==> src/rtl/cdf_accumulate.sv <==
// cdf_accumulate
// Running-sum stage of the CDF pipeline. It accumulates one histogram bin
// count per accepted sample and saturates the sum at all-ones. Each
// cumulative value is written back through a registered, tagged write port.
// The block also reports the first non-zero CDF value and the pass total.
module cdf_accumulate #(
    parameter int          DATA_W = 20,
    parameter int          ADDR_W = 16,
    parameter int          BINS   = 256,
    parameter logic [15:0] TAG    = 16'hAAAA
) (
    input  logic              clock,
    input  logic              reset,
    input  logic              start,
    input  logic [DATA_W-1:0] AccumlateIn,
    input  logic              StartIn,
    input  logic [ADDR_W-1:0] StoreAddrIn,
    output logic [127:0]      WriteBus,
    output logic [ADDR_W-1:0] WriteAddr,
    output logic              WriteEn,
    output logic [DATA_W-1:0] CdfMin,
    output logic [DATA_W-1:0] CdfTotal,
    output logic              Overflow,
    output logic              done
);

    localparam int                CNT_W  = $clog2(BINS + 1);
    localparam logic [CNT_W-1:0]  BINS_C = CNT_W'(BINS);
    localparam int                PAD_W  = 128 - 16 - DATA_W;

    localparam logic [1:0] S_IDLE  = 2'd0;
    localparam logic [1:0] S_ACCUM = 2'd1;
    localparam logic [1:0] S_DONE  = 2'd2;

    // Unsigned add with a sticky saturation input. The MSB of the result
    // flags saturation, and the lower DATA_W bits carry the clipped sum.
    function automatic logic [DATA_W:0] sat_add(
        input logic [DATA_W-1:0] acc,
        input logic [DATA_W-1:0] x,
        input logic              sticky
    );
        logic [DATA_W:0] s;
        s = {1'b0, acc} + {1'b0, x};
        if (s[DATA_W] || sticky) begin
            sat_add = {1'b1, {DATA_W{1'b1}}};
        end else begin
            sat_add = {1'b0, s[DATA_W-1:0]};
        end
    endfunction

    logic [1:0]        r_state;
    logic [DATA_W-1:0] r_sum_p0;
    logic [CNT_W-1:0]  r_count_p0;
    logic              r_ovf_p0;
    logic              r_min_seen_p0;

    logic              r_vld_p1;
    logic [DATA_W-1:0] r_wr_data_p1;
    logic [ADDR_W-1:0] r_wr_addr_p1;
    logic              r_min_load_p1;

    logic [DATA_W-1:0] r_cdf_min_p2;
    logic [DATA_W-1:0] r_total;
    logic              r_done;

    logic              w_accept;
    logic              w_sat_p0;
    logic [DATA_W-1:0] w_sum_next_p0;
    logic              w_min_hit;

    // A sample is taken on the IDLE->ACCUM transition cycle too. Once the
    // last bin has been counted, ACCUM must refuse samples for the single
    // cycle it spends before moving to DONE.
    assign w_accept = start && StartIn &&
                      ((r_state == S_IDLE) ||
                       ((r_state == S_ACCUM) && (r_count_p0 != BINS_C)));

    assign {w_sat_p0, w_sum_next_p0} = sat_add(r_sum_p0, AccumlateIn, r_ovf_p0);

    assign w_min_hit = w_accept && !r_min_seen_p0 && (w_sum_next_p0 != '0);

    // Pass sequencing: IDLE -> ACCUM -> DONE. Dropping start returns to IDLE.
    always_ff @(posedge clock or posedge reset) begin
        if (reset) begin
            r_state <= S_IDLE;
        end else if (!start) begin
            r_state <= S_IDLE;
        end else begin
            case (r_state)
                S_IDLE:  r_state <= S_ACCUM;
                S_ACCUM: if (r_count_p0 == BINS_C) r_state <= S_DONE;
                S_DONE:  r_state <= S_DONE;
                default: r_state <= S_IDLE;
            endcase
        end
    end

    // Stage 0: the saturating accumulator and the accepted-sample counter.
    always_ff @(posedge clock or posedge reset) begin
        if (reset) begin
            r_sum_p0      <= '0;
            r_count_p0    <= '0;
            r_ovf_p0      <= 1'b0;
            r_min_seen_p0 <= 1'b0;
        end else if (!start) begin
            r_sum_p0      <= '0;
            r_count_p0    <= '0;
            r_ovf_p0      <= 1'b0;
            r_min_seen_p0 <= 1'b0;
        end else begin
            if (w_accept) begin
                r_sum_p0   <= w_sum_next_p0;
                r_count_p0 <= r_count_p0 + 1'b1;
                if (w_sat_p0) r_ovf_p0 <= 1'b1;
            end
            if (w_min_hit) r_min_seen_p0 <= 1'b1;
        end
    end

    // Stage 1: a registered write port that carries one strobe per accepted sample.
    always_ff @(posedge clock or posedge reset) begin
        if (reset) begin
            r_vld_p1      <= 1'b0;
            r_wr_data_p1  <= '0;
            r_wr_addr_p1  <= '0;
            r_min_load_p1 <= 1'b0;
        end else if (!start) begin
            r_vld_p1      <= 1'b0;
            r_wr_data_p1  <= '0;
            r_wr_addr_p1  <= '0;
            r_min_load_p1 <= 1'b0;
        end else begin
            r_vld_p1      <= w_accept;
            r_wr_data_p1  <= w_accept ? w_sum_next_p0 : '0;
            r_wr_addr_p1  <= w_accept ? StoreAddrIn : '0;
            r_min_load_p1 <= w_min_hit;
        end
    end

    // Stage 2: capture CdfMin from the write that first carried a non-zero value.
    always_ff @(posedge clock or posedge reset) begin
        if (reset) begin
            r_cdf_min_p2 <= '0;
        end else if (!start) begin
            r_cdf_min_p2 <= '0;
        end else if (r_min_load_p1) begin
            r_cdf_min_p2 <= r_wr_data_p1;
        end
    end

    // Pass completion: latch the total and raise done when ACCUM hands over to DONE.
    always_ff @(posedge clock or posedge reset) begin
        if (reset) begin
            r_total <= '0;
            r_done  <= 1'b0;
        end else if (!start) begin
            r_total <= '0;
            r_done  <= 1'b0;
        end else if ((r_state == S_ACCUM) && (r_count_p0 == BINS_C)) begin
            r_total <= r_sum_p0;
            r_done  <= 1'b1;
        end
    end

    assign WriteEn   = r_vld_p1;
    assign WriteBus  = r_vld_p1 ? {{PAD_W{1'b0}}, TAG, r_wr_data_p1} : 128'b0;
    assign WriteAddr = r_vld_p1 ? r_wr_addr_p1 : '0;
    assign CdfMin    = r_cdf_min_p2;
    assign CdfTotal  = r_total;
    assign Overflow  = r_ovf_p0;
    assign done      = r_done;

endmodule

==> config.mk <==
export PLATFORM = sky130hd
export DESIGN_NAME = cdf_accumulate
export DESIGN_NICKNAME = d
export VERILOG_FILES = /design/src/rtl/cdf_accumulate.sv
export SDC_FILE = /design/constraint.sdc
export NUM_CORES = 1
export LEC_CHECK = 0
export BUFFER_PORTS_ARGS = -buffer_cell sky130_fd_sc_hd__buf_2
export CORE_MARGIN = 3
export CORE_UTILIZATION = 30
export CTS_CLUSTER_DIAMETER = 200
export DETAILED_ROUTE_END_ITERATION = 10
export PLACE_DENSITY_LB_ADDON = 0.15
export SYNTH_ARGS = -nofsm -noshare
export SYNTH_HDL_FRONTEND = slang
export SYNTH_SLANG_ARGS = --single-unit
==> constraint.sdc <==
create_clock -name clock -period 11.1 [get_ports clock]
set_input_delay 1.665 -clock clock [delete_from_list [all_inputs] [get_ports clock]]
set_output_delay 1.665 -clock clock [all_outputs]
set_load 0.03 [all_outputs]
==> results.json, run 1 <==
{
  "setup_slack_ns": 6.49,
  "path_class": "input pin to flip-flop",
  "clock_skew_ns": 0.00863,
  "rows": 53,
  "drt_first_pass_iters": 4,
  "worst_skew_pair.late_latency_ns": 0.36,
  "ant_nets": 0,
  "clk_pin_slew_ns": 0.08,
  "grt_usage_pct": 14.5,
  "fin_util_pct": 34.6,
  "regToRegSetupSlack_ns": 7.51,
  "critical-path-max-stage-delay_ns": 0.76,
  "crit_path_end_kind": "flip-flop",
  "leakage_nw": 3.91,
  "die-height_um": 155,
  "ys_seq_area_share_pct": 41.9,
  "layout_min_cycle_time_ns": 4.61,
  "holdBufCountCts": 0,
  "cts_tree": "yes",
  "clock-sinks": 112,
  "synth_cell_types": 60,
  "syn_inst": 686,
  "drc": 0,
  "io_buffer_count": 126,
  "final-seq-area_mm2": 0.00280,
  "ys_ff_latch": 112,
  "synth_edf_count": 0,
  "cts_buffer_depth": 2,
  "fin_crit_sh_pct": 41.5,
  "drt-vias-per-instance": 4.55,
  "nNetsFinal": 852,
  "cp_max_fo": 21,
  "cp_cell_sequence": "buf_2, ha_1, fa_1, a211oi_4, o21ai_2, a211oi_1, o31a_1, and2b_1, nor4b_1, a31oi_1",
  "numCtsBuffers": 9,
  "n_antenna_cell": 0,
  "finalHoldViolations": 0,
  "hold_class": "flip-flop to flip-flop",
  "gp_congestion": 0.839,
  "hpwlAfterDp_mm": 13.1,
  "rsz0062_at_grt": "no",
  "worst_pin_slew_ns": 0.962,
  "dpl_worst_slack_ns": 6.13,
  "synth_area_mm2": 0.00669,
  "dieArea_mm2": 0.0241,
  "drt-total-wl_mm": 17.9,
  "fmax_ghz": 0.217,
  "grt_pass1_vias": 4666,
  "grt_max_degree": 73,
  "dr_total_vias": 4853,
  "io_pins": 227,
  "cts.htree.levels": 3,
  "power_density_mw_per_mm2": 217,
  "worstPathRequired_ns": 11.33,
  "vdd_drop_max_uv": 92.1,
  "synthToLayoutAreaGrowth_pct": 11.2,
  "cts.root.buffer_cell": "clkbuf_16",
  "setup_tns_ns": 0,
  "grt_pass1_wl_mm": 27.7,
  "yosysWarnings": 0,
  "slew_violations": 0,
  "cts_resized": 0,
  "max_slew_margin_pct": 35.7,
  "cpMaxStageDelayCell": "o31a_1",
  "drt-initial-drc-count": 268,
  "ys_async_sr_fraction_pct": 100,
  "yosys_most_used_dff": "dfrtp_1",
  "crit_path_start_kind": "input pin",
  "synth_area_per_cell_um2": 9.75,
  "crit_arrival_ns": 4.84,
  "layout-drive-gt1-share_pct": 20.5,
  "antenna_found_initial": 0,
  "start_util_pct": 31.1,
  "core_area_mm2": 0.0215,
  "die_w_um": 155,
  "status": "completed",
  "maxCapViolations": 0,
  "setup_viol": 0,
  "multi_input_area_mm2": 0.00327,
  "n_fill_cell": 2287,
  "gr-total-overflow": 0,
  "wl_per_cell_um": 16.8,
  "post_cts_buffers": 0
}
-- metrics by stage --
step | instances | hold slack [ns] | total power, mW | area [µm²]
2_1_floorplan | 785 | 0.476 | 1.11 | 7060
3_3_place_gp | 1051 | 0.470 | 1.29 | 7130
3_5_place_dp | 1051 | 0.499 | 1.28 | 7130
4_1_cts | 1066 | 0.517 | 1.63 | 7440
5_1_grt | 1066 | 0.538 | 1.73 | 7440
6_report | 1066 | 0.503 | 1.62 | 7440
-- registers in the layout, summed over array words and instances, names as in the netlist --
signal and count:
CdfTotal 20, r_wr_addr_p1 16, r_min_seen_p0 1, CdfMin 20, r_min_load_p1 1, r_sum_p0 20
r_count_p0 9, done 1, r_wr_data_p1 20, r_state 2, WriteEn 1, Overflow 1
-- power by group --
part	internal [mW]	total, mW	switching [mW]
sequential	0.481	0.559	0.0775
combinational	0.244	0.713	0.469
clock	0.178	0.343	0.165
-- cells in the mapped netlist, types with 3 or more instances --
library cell | instances | area share (%)
nor2b_1 | 23 | 2.2
o221ai_1 | 4 | 0.52
nor3_1 | 4 | 0.30
mux2i_1 | 22 | 3.3
nand4_1 | 7 | 0.65
o21ba_2 | 3 | 0.45
and3_1 | 19 | 1.8
xnor2_1 | 10 | 1.3
a21boi_0 | 22 | 2.5
dfrtp_1 | 112 | 42
o211ai_1 | 9 | 1.0
o21ai_1 | 3 | 0.22
o21a_1 | 7 | 0.79
buf_4 | 108 | 12
clkbuf_1 | 20 | 1.1
o21ai_0 | 8 | 0.60
nand3_1 | 5 | 0.37
and2_1 | 47 | 4.4
a211oi_1 | 7 | 0.79
inv_1 | 11 | 0.62
xor2_1 | 9 | 1.2
nand2_1 | 66 | 3.7
nor4_1 | 6 | 0.56
ha_1 | 24 | 4.5
a21oi_1 | 32 | 2.4
nor3b_1 | 4 | 0.45
nor2_1 | 19 | 1.1
buf_2 | 12 | 0.90
a21o_1 | 21 | 2.4
-- worst paths after layout --
path | endpoint | cells after the start | startpoint
max reg2reg | r_min_seen_p0 | 9 | r_sum_p0[0]
min in group asynchronous | CdfMin[7] | 2 | reset
max in group asynchronous | r_wr_data_p1[14] | 3 | reset
max | r_min_seen_p0 | 10 | AccumlateIn[0]
min reg2reg | done | 1 | done
min | done | 1 | done
-- critical path: cells and delay by family --
| kind | cells | cell delay (ns) |
|---|---|---|
| AOI/OAI and AO/OA | 5 | 1.83 |
| adders and majority gates | 2 | 0.69 |
| and+or+nand+nor | 2 | 0.52 |
| buffers and inverters | 1 | 0.12 |
-- kinds of logic (layout without fill, tap and decap cells) --
logic type | count (synthesis) | in the layout | synth area share (%)
fa+ha+maj | 25 | 25 | 4.79
buf+inv | 151 | 157 | 14.8
compound gates | 143 | 143 | 15.7
mux | 22 | 22 | 3.29
simple gates | 213 | 213 | 17.0
xor+xnor | 19 | 19 | 2.49
flops | 112 | 112 | 41.9
other cells | 1 | 100 | 0.0561
-- layout make-up --
class                      count  share of cell area [%]
timing repair buffer         131                    8.98
clock buffer                   9                    3.03
multi-input combinational    522                    44.0
tap                          275                    4.63
inverter                      11                   0.589
sequential                   112                    37.7
clock inverter                 6                    1.06
-- placed cells by master, fill, tap and decap left out, drive strengths merged, types with 12 or more instances in the layout --
| cell | netlist | final |
|---|---|---|
| buf | 120 | 131 |
| dfrtp | 112 | 112 |
| conb | 1 | 100 |
| nand2 | 66 | 66 |
| and2 | 47 | 47 |
| a21oi | 32 | 32 |
| ha | 24 | 24 |
| nor2b | 23 | 23 |
| a21boi | 23 | 23 |
| mux2i | 22 | 22 |
| a21o | 21 | 21 |
| nor2 | 19 | 19 |
| and3 | 19 | 19 |
| inv | 11 | 13 |
| o21ai | 12 | 12 |
-- layer usage --
layer | global-route usage [%] | vias up | part of all wire [%]
li1 | - | 2347 | -
met2 | 21.3 | 158 | 44
met4 | 3.21 | 0 | 0.74
met1 | 22.0 | 2342 | 49
met3 | 3.06 | 6 | 6.5
met5 | 0 | - | 0
Note: power is estimated with default switching activity, not from simulation.
==> inputs of run 2 (changes only) <==
- ABC_AREA: default -> 1
- clock period: 11.1 -> 4.7 ns (I/O delays scaled with it)
==> run 2 against run 1 <==
  * Sequential share of layout area fell by 1.3 points
  * Sequential power rose by 130%
  * Cell count rose by 25%
  * First-iteration DRC count fell by 23%
  * Critical path depth rose by 1
  * Via count rose by 14%
  * Synthesized area rose by 3.8%
  * Highest routed layer unchanged
==> results.json, run 2 <==
{
  "status": "completed",
  "cp_max_fo": 43,
  "vdd_drop_max_uv": 195,
  "numCtsBuffers": 9,
  "cp_cell_sequence": "inv_1, ha_1, nand2_1, nor3_2, nand4_1, nand2_1, inv_2, or2_1, nand2_2, nand2_2, o21ai_0",
  "clock-sinks": 112,
  "grt_pass1_vias": 5109,
  "cts_buffer_depth": 2,
  "crit_arrival_ns": 3.17,
  "finalHoldViolations": 0,
  "layout-drive-gt1-share_pct": 16.6,
  "drc": 0,
  "ant_nets": 0,
  "grt_max_degree": 53,
  "synth_commonest_cells": "nand2_1 (199), inv_1 (184), dfrtp_1 (112)",
  "fmax_ghz": 0.344,
  "yosys_most_used_dff": "dfrtp_1",
  "final-seq-area_mm2": 0.00280,
  "fin_crit_sh_pct": 61.8,
  "power_density_mw_per_mm2": 509,
  "layout_min_cycle_time_ns": 2.90,
  "nNetsFinal": 1104,
  "ys_seq_area_share_pct": 40.4,
  "worst_skew_pair.late_latency_ns": 0.35,
  "gp_congestion": 0.826,
  "final_common_cell": "nand2_1",
  "worstPathRequired_ns": 4.97,
  "drt-vias-per-instance": 4.16,
  "yosysTopAreaCell": "dfrtp_1",
  "crit_path_start_kind": "flip-flop",
  "hold_class": "input pin to asynchronous set/reset pin",
  "holdBufCountCts": 0,
  "cts_tree": "yes",
  "cts_resized": 0,
  "drt-initial-drc-count": 207,
  "regToRegSetupSlack_ns": 1.80,
  "cts.root.buffer_cell": "clkbuf_16",
  "drt_first_pass_iters": 4,
  "synthToLayoutAreaGrowth_pct": 11.1,
  "critical-path-max-stage-delay_ns": 0.66,
  "cts.htree.levels": 3,
  "wl_per_cell_um": 13.7,
  "hpwlAfterDp_mm": 14.1,
  "die-height_um": 158,
  "rows": 55,
  "grt_pass1_wl_mm": 27.8,
  "power.total_mw": 3.93,
  "multi_input_area_mm2": 0.00283,
  "ys_ff_latch": 112,
  "synth_area_per_cell_um2": 7.43,
  "clk_pin_slew_ns": 0.08,
  "io_pins": 227,
  "gr-total-overflow": 0,
  "drt-total-wl_mm": 18.2,
  "maxCapViolations": 0,
  "path_class": "flip-flop to flip-flop",
  "dr_total_vias": 5521,
  "n_fill_cell": 2505,
  "synth_top_area_share_pct": 40.4,
  "synth_cell_types": 36,
  "rsz0062_at_grt": "no",
  "core_area_mm2": 0.0227,
  "setup_viol": 0,
  "yosysWarnings": 0,
  "dpl_worst_slack_ns": 1.66,
  "max_slew_margin_pct": 40.5,
  "layout_common_cells": "nand2_1 (199), inv_1 (183), buf_2 (126)",
  "worst_pin_slew_ns": 0.889,
  "die_w_um": 158,
  "ys_async_sr_fraction_pct": 100,
  "yosys-top-cells-area": "dfrtp_1 (40%), buf_4 (12%), nand2_1 (11%)",
  "slew_violations": 0,
  "synth_edf_count": 0,
  "start_util_pct": 30.6,
  "reg2reg_to": "r_sum_p0[19]",
  "setup_tns_ns": 0,
  "clock_skew_ns": 0.0114,
  "syn_inst": 934,
  "synth_area_mm2": 0.00694,
  "n_antenna_cell": 0,
  "setup_slack_ns": 1.80,
  "antenna_found_initial": 0,
  "dieArea_mm2": 0.0250,
  "crit_path_end_kind": "flip-flop",
  "r2r_cells": 11,
  "io_buffer_count": 126,
  "synth.most_common_cell": "nand2_1",
  "grt_usage_pct": 14.3,
  "post_cts_buffers": 0,
  "cpMaxStageDelayCell": "nand2_2",
  "leakage_nw": 4.77,
  "crit-reg2reg-launch": "r_count_p0[0]"
}
-- run 2: per-layer routing --
layer	vias to the layer above	routed length [µm]	GRT usage [%]
met5	-	0	0
met4	0	289	4.55
met3	16	919	1.67
met2	177	8150	22.9
met1	2503	8850	20.3
li1	2825	-	-
-- run 2: critical path: cells and delay by family (launching register included) --
kind / cells / cell delay (ns)
AO/OA/AOI/OAI: 1 / 0.30
adder cells (fa/ha/maj): 1 / 0.15
buffers and inverters: 2 / 0.17
flip-flops: 1 / 0.39
AND/OR/NAND/NOR: 7 / 1.79
-- run 2: area by class of cell --
class                   count  share of cell area [%]
inverters                 197                    9.62
clock inverters             6                    1.20
well taps                 285                    4.62
repair buffers            130                    8.57
clock buffers               9                    2.92
multi-input cells         589                    36.7
flip-flops and latches    112                    36.3
-- run 2: worst max-delay path by stage --
| stage | startpoint | endpoint | slack, ns | depth (start not counted) |
|---|---|---|---|---|
| 6_report | r_count_p0[0] | r_sum_p0[19] | 1.80 | 11 |
| 5_1_grt | r_count_p0[0] | r_count_p0[1] | 1.47 | 11 |
| 4_1_cts | r_count_p0[0] | r_sum_p0[19] | 1.71 | 11 |
| 3_5_place_dp | AccumlateIn[0] | r_min_seen_p0 | 1.66 | 15 |
| 3_3_place_gp | AccumlateIn[0] | r_min_seen_p0 | 1.73 | 15 |
| 2_1_floorplan | reset | CdfMin[0] | 1.04 | 1 |
-- run 2: kinds of logic (layout without fill, tap and decap cells) --
logic type,Yosys count,in the layout,synth area share [%]
adder cells (fa/ha/maj),25,25,4.62
AND/OR/NAND/NOR,361,361,22.4
other,1,100,0.0540
flip-flops,112,112,40.4
AO/OA/AOI/OAI,94,94,7.23
buffers and inverters,332,342,24.2
XOR/XNOR,9,9,1.14
-- run 2: metrics by stage --
step / std cells / cell area (µm²) / utilization (%) / hold slack, ns
global placement: 1313 / 7390 / 32.6 / 0.465
global route: 1328 / 7710 / 34.0 / 0.522
finish: 1328 / 7710 / 34.0 / 0.457
detailed placement: 1313 / 7390 / 32.6 / 0.472
floorplan: 1033 / 7310 / - / 0.450
CTS: 1328 / 7710 / 34.0 / 0.488
-- run 2: power breakdown --
part | total (mW) | switching (mW) | internal, mW
logic | 1.81 | 1.29 | 0.518
registers | 1.29 | 0.154 | 1.14
clock network | 0.823 | 0.356 | 0.467
total | 3.93 | 1.80 | 2.12
